**config.mk**
```make
export PLATFORM = sky130hd
export DESIGN_NAME = instr_encoder_flat
export DESIGN_NICKNAME = d
export VERILOG_FILES = /design/src/rtl/mips_pkg.sv /design/src/rtl/instr_encoder_if.sv /design/src/rtl/instr_encoder_pack.sv /design/src/rtl/instr_encoder.sv /design/src/flat_wrapper.sv
export SDC_FILE = /design/constraint.sdc
export NUM_CORES = 1
export LEC_CHECK = 0
export ABC_AREA = 1
export CORE_ASPECT_RATIO = 1.5
export CORE_MARGIN = 2
export CORE_UTILIZATION = 39
export CTS_BUF_LIST = sky130_fd_sc_hd__clkbuf_2
export DETAILED_ROUTE_END_ITERATION = 6
export HOLD_SLACK_MARGIN = 0.03
export PLACE_DENSITY = 0.78
export SLEW_MARGIN = 20
export SYNTH_ARGS = -nofsm -noshare
export SYNTH_HDL_FRONTEND = slang
export SYNTH_SLANG_ARGS = --single-unit
```
**constraint.sdc**
```tcl
create_clock -name clk -period 1.27 [get_ports clk]
set_input_delay 0.254 -clock clk [delete_from_list [all_inputs] [get_ports clk]]
set_output_delay 0.254 -clock clk [all_outputs]
set_load 0.1 [all_outputs]
```
**src/rtl/mips_pkg.sv**
```systemverilog
// mips_pkg: opcode map, op_class codes and encoder FSM states shared by the encoder and the control decoder.
package mips_pkg;
  localparam logic [5:0] OP_RTYPE = 6'h00;
  localparam logic [5:0] OP_LW    = 6'h23;
  localparam logic [5:0] OP_SW    = 6'h2b;
  localparam logic [5:0] OP_BEQ   = 6'h04;
  localparam logic [5:0] OP_BNE   = 6'h05;
  localparam logic [5:0] OP_J     = 6'h02;
  localparam logic [2:0] CL_R   = 3'd0;
  localparam logic [2:0] CL_LW  = 3'd1;
  localparam logic [2:0] CL_SW  = 3'd2;
  localparam logic [2:0] CL_BEQ = 3'd3;
  localparam logic [2:0] CL_BNE = 3'd4;
  localparam logic [2:0] CL_J   = 3'd5;
  typedef enum logic [1:0] {S_IDLE, S_RUN, S_FULL} state_t;
endpackage

```
**src/rtl/instr_encoder_if.sv**
```systemverilog
// instr_encoder_if: session control, decoded-field stream and instruction-memory write bus of the encoder.
interface instr_encoder_if #(parameter int ADDR_W = 8);
  logic              start;
  logic [ADDR_W-1:0] base_addr;
  logic              finish;
  logic              in_valid;
  logic              in_ready;
  logic [2:0]        op_class;
  logic [4:0]        rs;
  logic [4:0]        rt;
  logic [4:0]        rd;
  logic [4:0]        shamt;
  logic [5:0]        funct;
  logic [15:0]       imm;
  logic [25:0]       target;
  logic              imem_we;
  logic [ADDR_W-1:0] imem_addr;
  logic [31:0]       imem_wdata;
  logic [ADDR_W:0]   word_cnt;
  logic              err;
  logic              busy;
  modport master (
    output start, base_addr, finish, in_valid, op_class, rs, rt, rd, shamt, funct, imm, target,
    input  in_ready, imem_we, imem_addr, imem_wdata, word_cnt, err, busy
  );
  modport slave (
    input  start, base_addr, finish, in_valid, op_class, rs, rt, rd, shamt, funct, imm, target,
    output in_ready, imem_we, imem_addr, imem_wdata, word_cnt, err, busy
  );
endinterface

```
**src/rtl/instr_encoder_pack.sv**
```systemverilog
// instr_pack: combinational field-to-word packer with illegal-class flag.
// Macro INSTR_ENC_BNE_EN makes op_class 4 encode BNE; otherwise it is illegal.
module instr_pack
  import mips_pkg::*;
(
  input  logic [2:0]  i_op_class,
  input  logic [4:0]  i_rs,
  input  logic [4:0]  i_rt,
  input  logic [4:0]  i_rd,
  input  logic [4:0]  i_shamt,
  input  logic [5:0]  i_funct,
  input  logic [15:0] i_imm,
  input  logic [25:0] i_target,
  output logic [31:0] o_word,
  output logic        o_illegal
);
  always_comb begin
    o_word    = '0;
    o_illegal = 1'b0;
    case (i_op_class)
      CL_R:   o_word = {OP_RTYPE, i_rs, i_rt, i_rd, i_shamt, i_funct};
      CL_LW:  o_word = {OP_LW, i_rs, i_rt, i_imm};
      CL_SW:  o_word = {OP_SW, i_rs, i_rt, i_imm};
      CL_BEQ: o_word = {OP_BEQ, i_rs, i_rt, i_imm};
`ifdef INSTR_ENC_BNE_EN
      CL_BNE: o_word = {OP_BNE, i_rs, i_rt, i_imm};
`endif
      CL_J:   o_word = {OP_J, i_target};
      default: o_illegal = 1'b1;
    endcase
  end
endmodule

```
**src/rtl/instr_encoder.sv**
```systemverilog
// instr_encoder: session FSM, write pointer, word counter and registered imem write port.
// BNE support follows macro INSTR_ENC_BNE_EN (see instr_pack).
module instr_encoder
  import mips_pkg::*;
#(
  parameter int ADDR_W = 8,
  parameter int DEPTH  = 256
) (
  input logic            clk,
  input logic            rst_n,
  instr_encoder_if.slave bus
);
  localparam logic [ADDR_W:0] LAST = (ADDR_W+1)'(DEPTH - 1);
  state_t            r_state, w_next;
  logic [ADDR_W-1:0] r_ptr, r_addr;
  logic [ADDR_W:0]   r_cnt;
  logic [31:0]       r_wdata, w_word;
  logic              r_we, r_err, w_illegal, w_accept, w_write, w_last;
  instr_pack u_pack (
    .i_op_class(bus.op_class),
    .i_rs      (bus.rs),
    .i_rt      (bus.rt),
    .i_rd      (bus.rd),
    .i_shamt   (bus.shamt),
    .i_funct   (bus.funct),
    .i_imm     (bus.imm),
    .i_target  (bus.target),
    .o_word    (w_word),
    .o_illegal (w_illegal)
  );
  // finish outranks a beat presented in the same cycle
  always_comb begin
    w_accept = (r_state == S_RUN) && !bus.finish && bus.in_valid;
    w_write  = w_accept && !w_illegal;
    w_last   = w_write && (r_cnt == LAST);
    w_next   = (r_state == S_IDLE) ? (bus.start ? S_RUN : S_IDLE) :
               bus.finish ? S_IDLE : w_last ? S_FULL : r_state;
  end
  always_ff @(posedge clk or negedge rst_n) begin
    if (!rst_n) r_state <= S_IDLE;
    else        r_state <= w_next;
  end
  always_ff @(posedge clk or negedge rst_n) begin
    if (!rst_n) begin
      r_ptr   <= '0;
      r_cnt   <= '0;
      r_addr  <= '0;
      r_wdata <= '0;
      r_we    <= 1'b0;
      r_err   <= 1'b0;
    end else begin
      r_we  <= w_write;
      r_err <= w_accept && w_illegal;
      if (r_state == S_IDLE && bus.start) begin
        r_ptr <= bus.base_addr;
        r_cnt <= '0;
      end else if (w_write) begin
        r_ptr <= r_ptr + 1'b1;
        r_cnt <= r_cnt + 1'b1;
      end
      if (w_write) begin
        r_addr  <= r_ptr;
        r_wdata <= w_word;
      end
    end
  end
  assign bus.in_ready   = (r_state == S_RUN);
  assign bus.busy       = (r_state != S_IDLE);
  assign bus.imem_we    = r_we;
  assign bus.imem_addr  = r_addr;
  assign bus.imem_wdata = r_wdata;
  assign bus.word_cnt   = r_cnt;
  assign bus.err        = r_err;
endmodule

```
**src/flat_wrapper.sv**
```systemverilog
// flat-port wrapper written by rule: the top's interface ports become plain ports
module instr_encoder_flat import mips_pkg::*;
#(
  parameter int ADDR_W = 8,
  parameter int DEPTH  = 256
)
  (clk, rst_n, bus_start, bus_base_addr, bus_finish, bus_in_valid, bus_op_class, bus_rs, bus_rt, bus_rd, bus_shamt, bus_funct, bus_imm, bus_target, bus_in_ready, bus_imem_we, bus_imem_addr, bus_imem_wdata, bus_word_cnt, bus_err, bus_busy);
  instr_encoder_if #(.ADDR_W(ADDR_W)) bus_i ();
  input logic clk;
  input logic rst_n;
  input wire logic [$bits(bus_i.start)-1:0] bus_start;
  input wire logic [$bits(bus_i.base_addr)-1:0] bus_base_addr;
  input wire logic [$bits(bus_i.finish)-1:0] bus_finish;
  input wire logic [$bits(bus_i.in_valid)-1:0] bus_in_valid;
  input wire logic [$bits(bus_i.op_class)-1:0] bus_op_class;
  input wire logic [$bits(bus_i.rs)-1:0] bus_rs;
  input wire logic [$bits(bus_i.rt)-1:0] bus_rt;
  input wire logic [$bits(bus_i.rd)-1:0] bus_rd;
  input wire logic [$bits(bus_i.shamt)-1:0] bus_shamt;
  input wire logic [$bits(bus_i.funct)-1:0] bus_funct;
  input wire logic [$bits(bus_i.imm)-1:0] bus_imm;
  input wire logic [$bits(bus_i.target)-1:0] bus_target;
  output wire logic [$bits(bus_i.in_ready)-1:0] bus_in_ready;
  output wire logic [$bits(bus_i.imem_we)-1:0] bus_imem_we;
  output wire logic [$bits(bus_i.imem_addr)-1:0] bus_imem_addr;
  output wire logic [$bits(bus_i.imem_wdata)-1:0] bus_imem_wdata;
  output wire logic [$bits(bus_i.word_cnt)-1:0] bus_word_cnt;
  output wire logic [$bits(bus_i.err)-1:0] bus_err;
  output wire logic [$bits(bus_i.busy)-1:0] bus_busy;
  assign bus_i.start = bus_start;
  assign bus_i.base_addr = bus_base_addr;
  assign bus_i.finish = bus_finish;
  assign bus_i.in_valid = bus_in_valid;
  assign bus_i.op_class = bus_op_class;
  assign bus_i.rs = bus_rs;
  assign bus_i.rt = bus_rt;
  assign bus_i.rd = bus_rd;
  assign bus_i.shamt = bus_shamt;
  assign bus_i.funct = bus_funct;
  assign bus_i.imm = bus_imm;
  assign bus_i.target = bus_target;
  assign bus_in_ready = bus_i.in_ready;
  assign bus_imem_we = bus_i.imem_we;
  assign bus_imem_addr = bus_i.imem_addr;
  assign bus_imem_wdata = bus_i.imem_wdata;
  assign bus_word_cnt = bus_i.word_cnt;
  assign bus_err = bus_i.err;
  assign bus_busy = bus_i.busy;
  instr_encoder #(.ADDR_W(ADDR_W), .DEPTH(DEPTH)) u_core (.clk(clk), .rst_n(rst_n), .bus(bus_i));
endmodule
```
==> summary.md, run 1 <==
| Metric | Value |
|---|---|
| Area Growth Syn to Fin | 117% |
| Drt drc | 0 |
| Pins Over Slew Limit | 0 |
| Synth Warn # | 0 |
| Fill cells | 347 |
| Number of global-route vias before repair | 3568 |
| Syn_nets | 526 |
| Most frequent CP cell | buf_6 |
| Total CTS buffers | 9 |
| First-pass GRT wire length | 16.4 mm |
| Worst Path Arrival | 1.45 ns |
| Root Driver | clkbuf_2 |
| Hpwl dp | 7.20 mm |
| Starting DRT DRC Count | 302 |
| DRT Pass-1 Iters | 4 |
| Failing checks | negative setup slack |
| Initial antenna violation count | 0 |
| Setup slack, reg-to-reg | -0.39 ns |
| Final min period | 1.70 ns |
| Post-Route WL | 13.7 mm |
| Slowest cell on crit path | dfrtp_1 |
| Port-buffer cells | 135 |
| Max-cap violation count | 0 |
| Fmax | 588 MHz |
| Max VDD drop | 1050 µV |
| Cell Rows | 39 |
| Status | finished with violations |
| Seq cells post-synth | 59 |
| Critical path capture point type | output pin |
| RSZ-0062 raised after global routing | true |
| Placed Area | 5450 µm² |
| Power Total | 10500 µW |
| Largest net degree at the start of global routing | 60 |
| Mapped Cells | 439 |
| Initial cell density of the core | 0.404 |
| Die area | 8680 µm² |
| Placer Congestion | 0.888 |
| Worst-skew pair later-pin latency | 0.52 ns |
| Worst path buffer plus inverter count | 4 |
| Crit path launch type | flip-flop |
| Final ANT Viol Nets | 0 |
| Worst R2R End | u_core.r_state[0] |
| Die H | 113 µm |
| Die outline width | 76.8 µm |
| Final Cycle Share | 1.34 |
| Worst clock skew | 0.0302 ns |
| Setup CP Type | reg2out |
| WL per Instance | 17.9 µm |
| Register area share after synthesis | 0.477 |
| GR Overflow Total | 0 |
| Vias per cell | 5.14 |
| Post-Synthesis Cell Area | 3100 µm² |
| Delay of the slowest critical-path stage | 0.44 ns |
| Fin worst setup slack | -0.431 ns |
| Yosys cell types | 25 |
| H-tree levels | 3 |
| Cell family with most CP delay | buffers and inverters |
| Total number of vias | 3935 |
| # diodes | 0 |
| Fraction of layout cells with a size suffix above 1 | 0.434 |
| Hold Vio Cnt, Final | 0 |
| Leak | 0.00316 µW |
| Final Cell Area | 6720 µm² |
| GRT Util Overall | 0.238 |
| Clock-pin slew on the worst setup and hold paths | 0.20 ns |
| Clk sink count | 59 |
| Min-Delay Path Class | in2async |
| CTS tree | done |
| Reg2reg start | u_core.bus.word_cnt[1] |
| Layout Nets | 745 |
| Top-Level Pins | 137 |
| Core area | 7660 µm² |
| Critical Path Fanout Max | 2 |
| Mapped Avg Cell Area | 7.05 µm² |
| Worst path cell trace | inv_2, buf_6, nand2_4, buf_6, buf_12 |
| Required @ worst endpoint | 1.02 ns |
| Final setup viols | 109 |
| Max Root-Sink Buffers | 2 |
| Power Density | 1560 nW/µm² |
| Worst Reg-to-Reg Cells | 10 |
## cell usage in the layout, fill, tap and decap left out, drive strengths merged, types with 5 or more instances in the layout
| master | count |
|---|---|
| nand2 | 211 |
| buf | 136 |
| clkdlybuf4s50 | 82 |
| nor2 | 63 |
| dfrtp | 59 |
| nand3 | 26 |
| inv | 23 |
| clkbuf | 19 |
| o21ai | 18 |
| clkinv | 5 |
## flip-flops by register name, indices dropped and copies added, names as in the netlist
signal                 flops
u_core.bus.err             1
u_core.r_state             2
u_core.bus.imem_we         1
u_core.bus.imem_wdata     30
u_core.bus.imem_addr       8
u_core.bus.word_cnt        9
u_core.r_ptr               8
## how the worst max path moves through the flow
stage | start | end | slack, ns | cells after the start
global route | u_core.r_state[0] | bus_busy | -0.48 | 5
finish | u_core.r_state[0] | bus_busy | -0.43 | 5
floorplan | u_core.r_state[0] | u_core.bus.imem_wdata[14] | -0.42 | 8
CTS | u_core.r_state[0] | bus_busy | -0.38 | 5
global placement | bus_in_valid | u_core.bus.imem_wdata[11] | -0.45 | 9
detailed placement | bus_in_valid | u_core.bus.imem_wdata[10] | -0.52 | 9
## cell families (layout without fill, tap and decap cells)
kind of cell             count (synthesis)  count (layout)  share of synthesized area
buffers and inverters                   42             266                     0.0602
adder cells (fa/ha/maj)                  3               3                     0.0121
AO/OA/AOI/OAI                           25              25                     0.0436
flip-flops                              59              59                      0.477
XOR/XNOR                                 5               5                     0.0141
AND/OR/NAND/NOR                        304             304                      0.392
other                                    1               1                    0.00121
## through the flow
stage | worst slack (ns) | std cells | TNS [ns] | util | hold WS [ns]
6_report | -0.431 | 765 | -19.22 | 0.877 | 0.278
5_1_grt | -0.483 | 765 | -25.22 | 0.877 | 0.277
4_1_cts | -0.382 | 741 | -9.47 | 0.766 | 0.292
3_5_place_dp | -0.516 | 701 | -23.44 | 0.712 | 0.287
3_3_place_gp | -0.452 | 701 | -21.87 | 0.712 | 0.284
2_1_floorplan | -0.425 | 439 | -21.50 | - | -0.0416
## what timing repair did
action	CTS	global route
buffers inserted	22	23
pin swaps	12	47
endpoints found under the setup margin	79	109
endpoints found under the hold margin	59	0
gates cloned	2	9
hold buffers	1	0
resized for setup	27	171
## where the power goes
part	switching (µW)	leakage [µW]	internal, µW	total [µW]
logic	4050	0.00237	2530	6580
registers	614	0.000730	2340	2960
clock network	711	0.0000582	249	961
total	5380	0.00316	5120	10500
## per-layer routing
| metal | vias to the layer above | global-route usage | part of all wire |
|---|---|---|---|
| met5 | - | 0 | 0 |
| met4 | 0 | 0.126 | 0.044 |
| met3 | 53 | 0.0526 | 0.059 |
| met2 | 195 | 0.436 | 0.55 |
| met1 | 1892 | 0.251 | 0.34 |
| li1 | 1795 | - | - |
## area by class of cell
cell class              instances  area (µm²)  share of cell area
clock buffers                  11        55.1             0.00819
clock inverters                 5        21.3             0.00317
inverters                      23        88.8              0.0132
multi-input cells             338        1990               0.296
flip-flops and latches         59        1500               0.223
well taps                     102         128              0.0190
repair buffers                227        2940               0.437
## worst min-delay path, stage by stage
cell and delay (ns):
dlygate4sd3_1 0.52, buf_2 0.13, buf_12 0.29
## synthesized netlist by cell type, drive strengths merged
library cell | n | area (µm²)
ha | 3 | 37.5
o21ai | 18 | 90.1
inv | 23 | 86.3
o21bai | 1 | 7.51
nand3 | 26 | 135
nand2 | 211 | 792
nand4 | 2 | 12.5
xnor2 | 1 | 8.76
xor2 | 4 | 35.0
conb | 1 | 3.75
clkbuf | 2 | 7.51
a21oi | 4 | 23.8
dfrtp | 59 | 1480
nor2 | 63 | 259
o22ai | 1 | 6.26
buf | 17 | 92.6
nor3 | 2 | 15.0
a21boi | 1 | 7.51
Power figures use the tool's default switching activity.
==> run 2: changes to the inputs <==
--- a/config.mk
+++ b/config.mk
@@ -13,6 +13,7 @@
 export DETAILED_ROUTE_END_ITERATION = 6
 export HOLD_SLACK_MARGIN = 0.03
 export PLACE_DENSITY = 0.78
+export SETUP_SLACK_MARGIN = 0.05
 export SLEW_MARGIN = 20
 export SYNTH_ARGS = -nofsm -noshare
 export SYNTH_HDL_FRONTEND = slang
==> run 2 against run 1 <==
The flow still finishes with violations (negative setup slack). Clock power increased by 66%. Worst hold slack got worse by 0.017 ns. Non-clock buffer count decreased by 7. Critical path depth decreased by 1. Total power increased by 0.64%. Sequential share of layout area increased by 2.1 points.
==> summary.md, run 2 (synthesis results as in run 1) <==
| Metric | Value |
|---|---|
| Worst clock skew | 0.0171 ns (was 0.0302 ns) |
| GRT Util Overall | 0.266 (was 0.238) |
| Fin worst setup slack | -0.356 ns (was -0.431 ns) |
| Top-Level Pins | 137 (unchanged) |
| Layout Nets | 738 (was 745) |
| Largest net degree at the start of global routing | 60 (unchanged) |
| Dpl cells | 699 (was 701) |
| Fill cells | 472 (was 347) |
| Fmax | 615 MHz (was 588 MHz) |
| Slowest cell on crit path | dfrtp_1 (unchanged) |
| Clock group share of total power | 0.152 (was 0.092) |
| Vias per cell | 4.79 (was 5.14) |
| Cell Rows | 39 (unchanged) |
| Setup CP Type | reg2out (unchanged) |
| Hold Vio Cnt, Final | 0 (unchanged) |
| Leak | 0.00293 µW (was 0.00316 µW) |
| Sw frac | 0.480 (was 0.512) |
| Sequential cell area | 1500 µm² (about the same) |
| Final Cell Area | 6110 µm² (was 6720 µm²) |
| Failing checks | negative setup slack (unchanged) |
| Comb pwr share | 0.578 (was 0.627) |
| Initial cell density of the core | 0.404 (unchanged) |
| Port-buffer cells | 135 (unchanged) |
| Hold_ws | 0.261 ns (was 0.278 ns) |
| Delay of the slowest critical-path stage | 0.40 ns (was 0.44 ns) |
| Worst Path Arrival | 1.37 ns (was 1.45 ns) |
| Switching pwr | 5080 µW (was 5380 µW) |
| Critical Path Fanout Max | 2 (unchanged) |
| Required @ worst endpoint | 1.02 ns (about the same) |
| Post-Route WL | 11.1 mm (was 13.7 mm) |
| Power Density | 1730 nW/µm² (was 1560 nW/µm²) |
| Critical path capture point type | output pin (unchanged) |
| Post-route insts no fill | 758 (was 765) |
| Reg power frac | 0.270 (was 0.282) |
| H-tree levels | 3 (unchanged) |
| RSZ-0062 raised after global routing | true (unchanged) |
| # diodes | 0 (unchanged) |
| Total number of vias | 3633 (was 3935) |
| Die area | 8680 µm² (unchanged) |
| Clock-pin slew on the worst setup and hold paths | 0.18 ns (was 0.20 ns) |
| Most frequent cells in the layout | nand2_1 (206), clkdlybuf4s50_1 (82), nor2_1 (57), buf_12 (57), buf_4 (51) (was nand2_1 (152), clkdlybuf4s50_1 (82), buf_12 (62), nor2_1 (48), dfrtp_1 (45)) |
| Worst path cell trace | inv_2, nor2_4, buf_6, buf_12 (was inv_2, buf_6, nand2_4, buf_6, buf_12) |
| Most common cell after layout, fill and taps aside | nand2_1 (unchanged) |
| Cell internal pwr | 5490 µW (was 5120 µW) |
| Largest register FFs | 30 (unchanged) |
| Drt drc | 0 (unchanged) |
| Placer Congestion | 0.843 (was 0.888) |
| Min-Delay Path Class | in2async (unchanged) |
| Area Growth Syn to Fin | 97.3% (was 117%) |
| Core area | 7660 µm² (unchanged) |
| Power Total | 10600 µW (was 10500 µW) |
| Multi-input combinational cell area | 1530 µm² (was 1990 µm²) |
| CTS tree | done (unchanged) |
| Final setup viols | 106 (was 109) |
| WL per Instance | 14.6 µm (was 17.9 µm) |
| Die H | 113 µm (unchanged) |
| Crit path launch type | flip-flop (unchanged) |
| Root Driver | clkbuf_2 (unchanged) |
| Fraction of layout cells with a size suffix above 1 | 0.288 (was 0.434) |
| Starting DRT DRC Count | 226 (was 302) |
| Hpwl dp | 7.27 mm (was 7.20 mm) |
| First-pass GRT wire length | 18.1 mm (was 16.4 mm) |
| Max-cap violation count | 0 (unchanged) |
| Number of global-route vias before repair | 3806 (was 3568) |
| Die outline width | 76.8 µm (unchanged) |
| Clk sink count | 59 (unchanged) |
| Final ANT Viol Nets | 0 (unchanged) |
| Final min period | 1.63 ns (was 1.70 ns) |
| Placed Area | 5400 µm² (was 5450 µm²) |
| Pins Over Slew Limit | 0 (unchanged) |
| Initial antenna violation count | 0 (unchanged) |
| DRT Pass-1 Iters | 4 (unchanged) |
| Max VDD drop | 1060 µV (was 1050 µV) |
| Total CTS buffers | 9 (unchanged) |
| Final Cycle Share | 1.28 (was 1.34) |
| Status | finished with violations (unchanged) |
| Worst-skew pair later-pin latency | 0.51 ns (was 0.52 ns) |
| Max Root-Sink Buffers | 2 (unchanged) |
| GR Overflow Total | 0 (unchanged) |
[run 2: metrics by stage]
stage	util	TNS [ns]	worst slack, ns
2_1_floorplan	-	-21.50	-0.425
3_5_place_dp	0.705	-25.91	-0.561
6_report	0.797	-17.80	-0.356
3_3_place_gp	0.705	-22.13	-0.460
4_1_cts	0.786	-17.27	-0.373
5_1_grt	0.797	-26.22	-0.431
[run 2: worst max-delay path: cells and delay by family (launching register included)]
family	cells	cell delay, ns
buf+inv	3	0.34
flops	1	0.40
simple gates	1	0.12
[run 2: worst paths after layout]
kind	startpoint	to	slack, ns	depth (start not counted)
min in group clk	bus_base_addr[7]	u_core.r_ptr[7]	0.30	3
min	rst_n	u_core.r_ptr[5]	0.26	3
max in group asynchronous	rst_n	u_core.bus.imem_wdata[25]	0.70	3
max reg2reg	u_core.r_state[1]	u_core.r_state[1]	-0.32	10
min reg2reg	u_core.r_state[0]	u_core.r_state[0]	0.56	2
max	u_core.r_state[0]	bus_in_ready	-0.36	4
[run 2: routing by layer]
metal,part of all wire,GRT usage
met2,0.56,0.502
met4,0.030,0.136
met1,0.36,0.278
met5,0,0
met3,0.057,0.0486
[run 2: what timing repair did]
action / CTS / global route
resized for setup: 44 / 16
hold endpoints to repair: 59 / 0
hold buffers: 1 / 0
pin swaps: 12 / 10
endpoints found under the setup margin: 93 / 110
gates cloned: 3 / 1
buffers inserted: 35 / 8
[run 2: final cells by class]
type,count,share of cell area
clock inverters,7,0.0190
repair buffers,220,0.443
well taps,102,0.0209
inverters,23,0.0149
multi-input cells,338,0.250
clock buffers,9,0.00737
flip-flops and latches,59,0.245
[run 2: power by group through the flow]
stage	Clock (µW)	Sequential (µW)	Combinational (µW)
6_report	1600	2850	6110
5_1_grt	1700	2900	6350
4_1_cts	1620	2850	6050
3_5_place_dp	0	2890	5820
3_3_place_gp	0	2860	5770
2_1_floorplan	0	5340	832
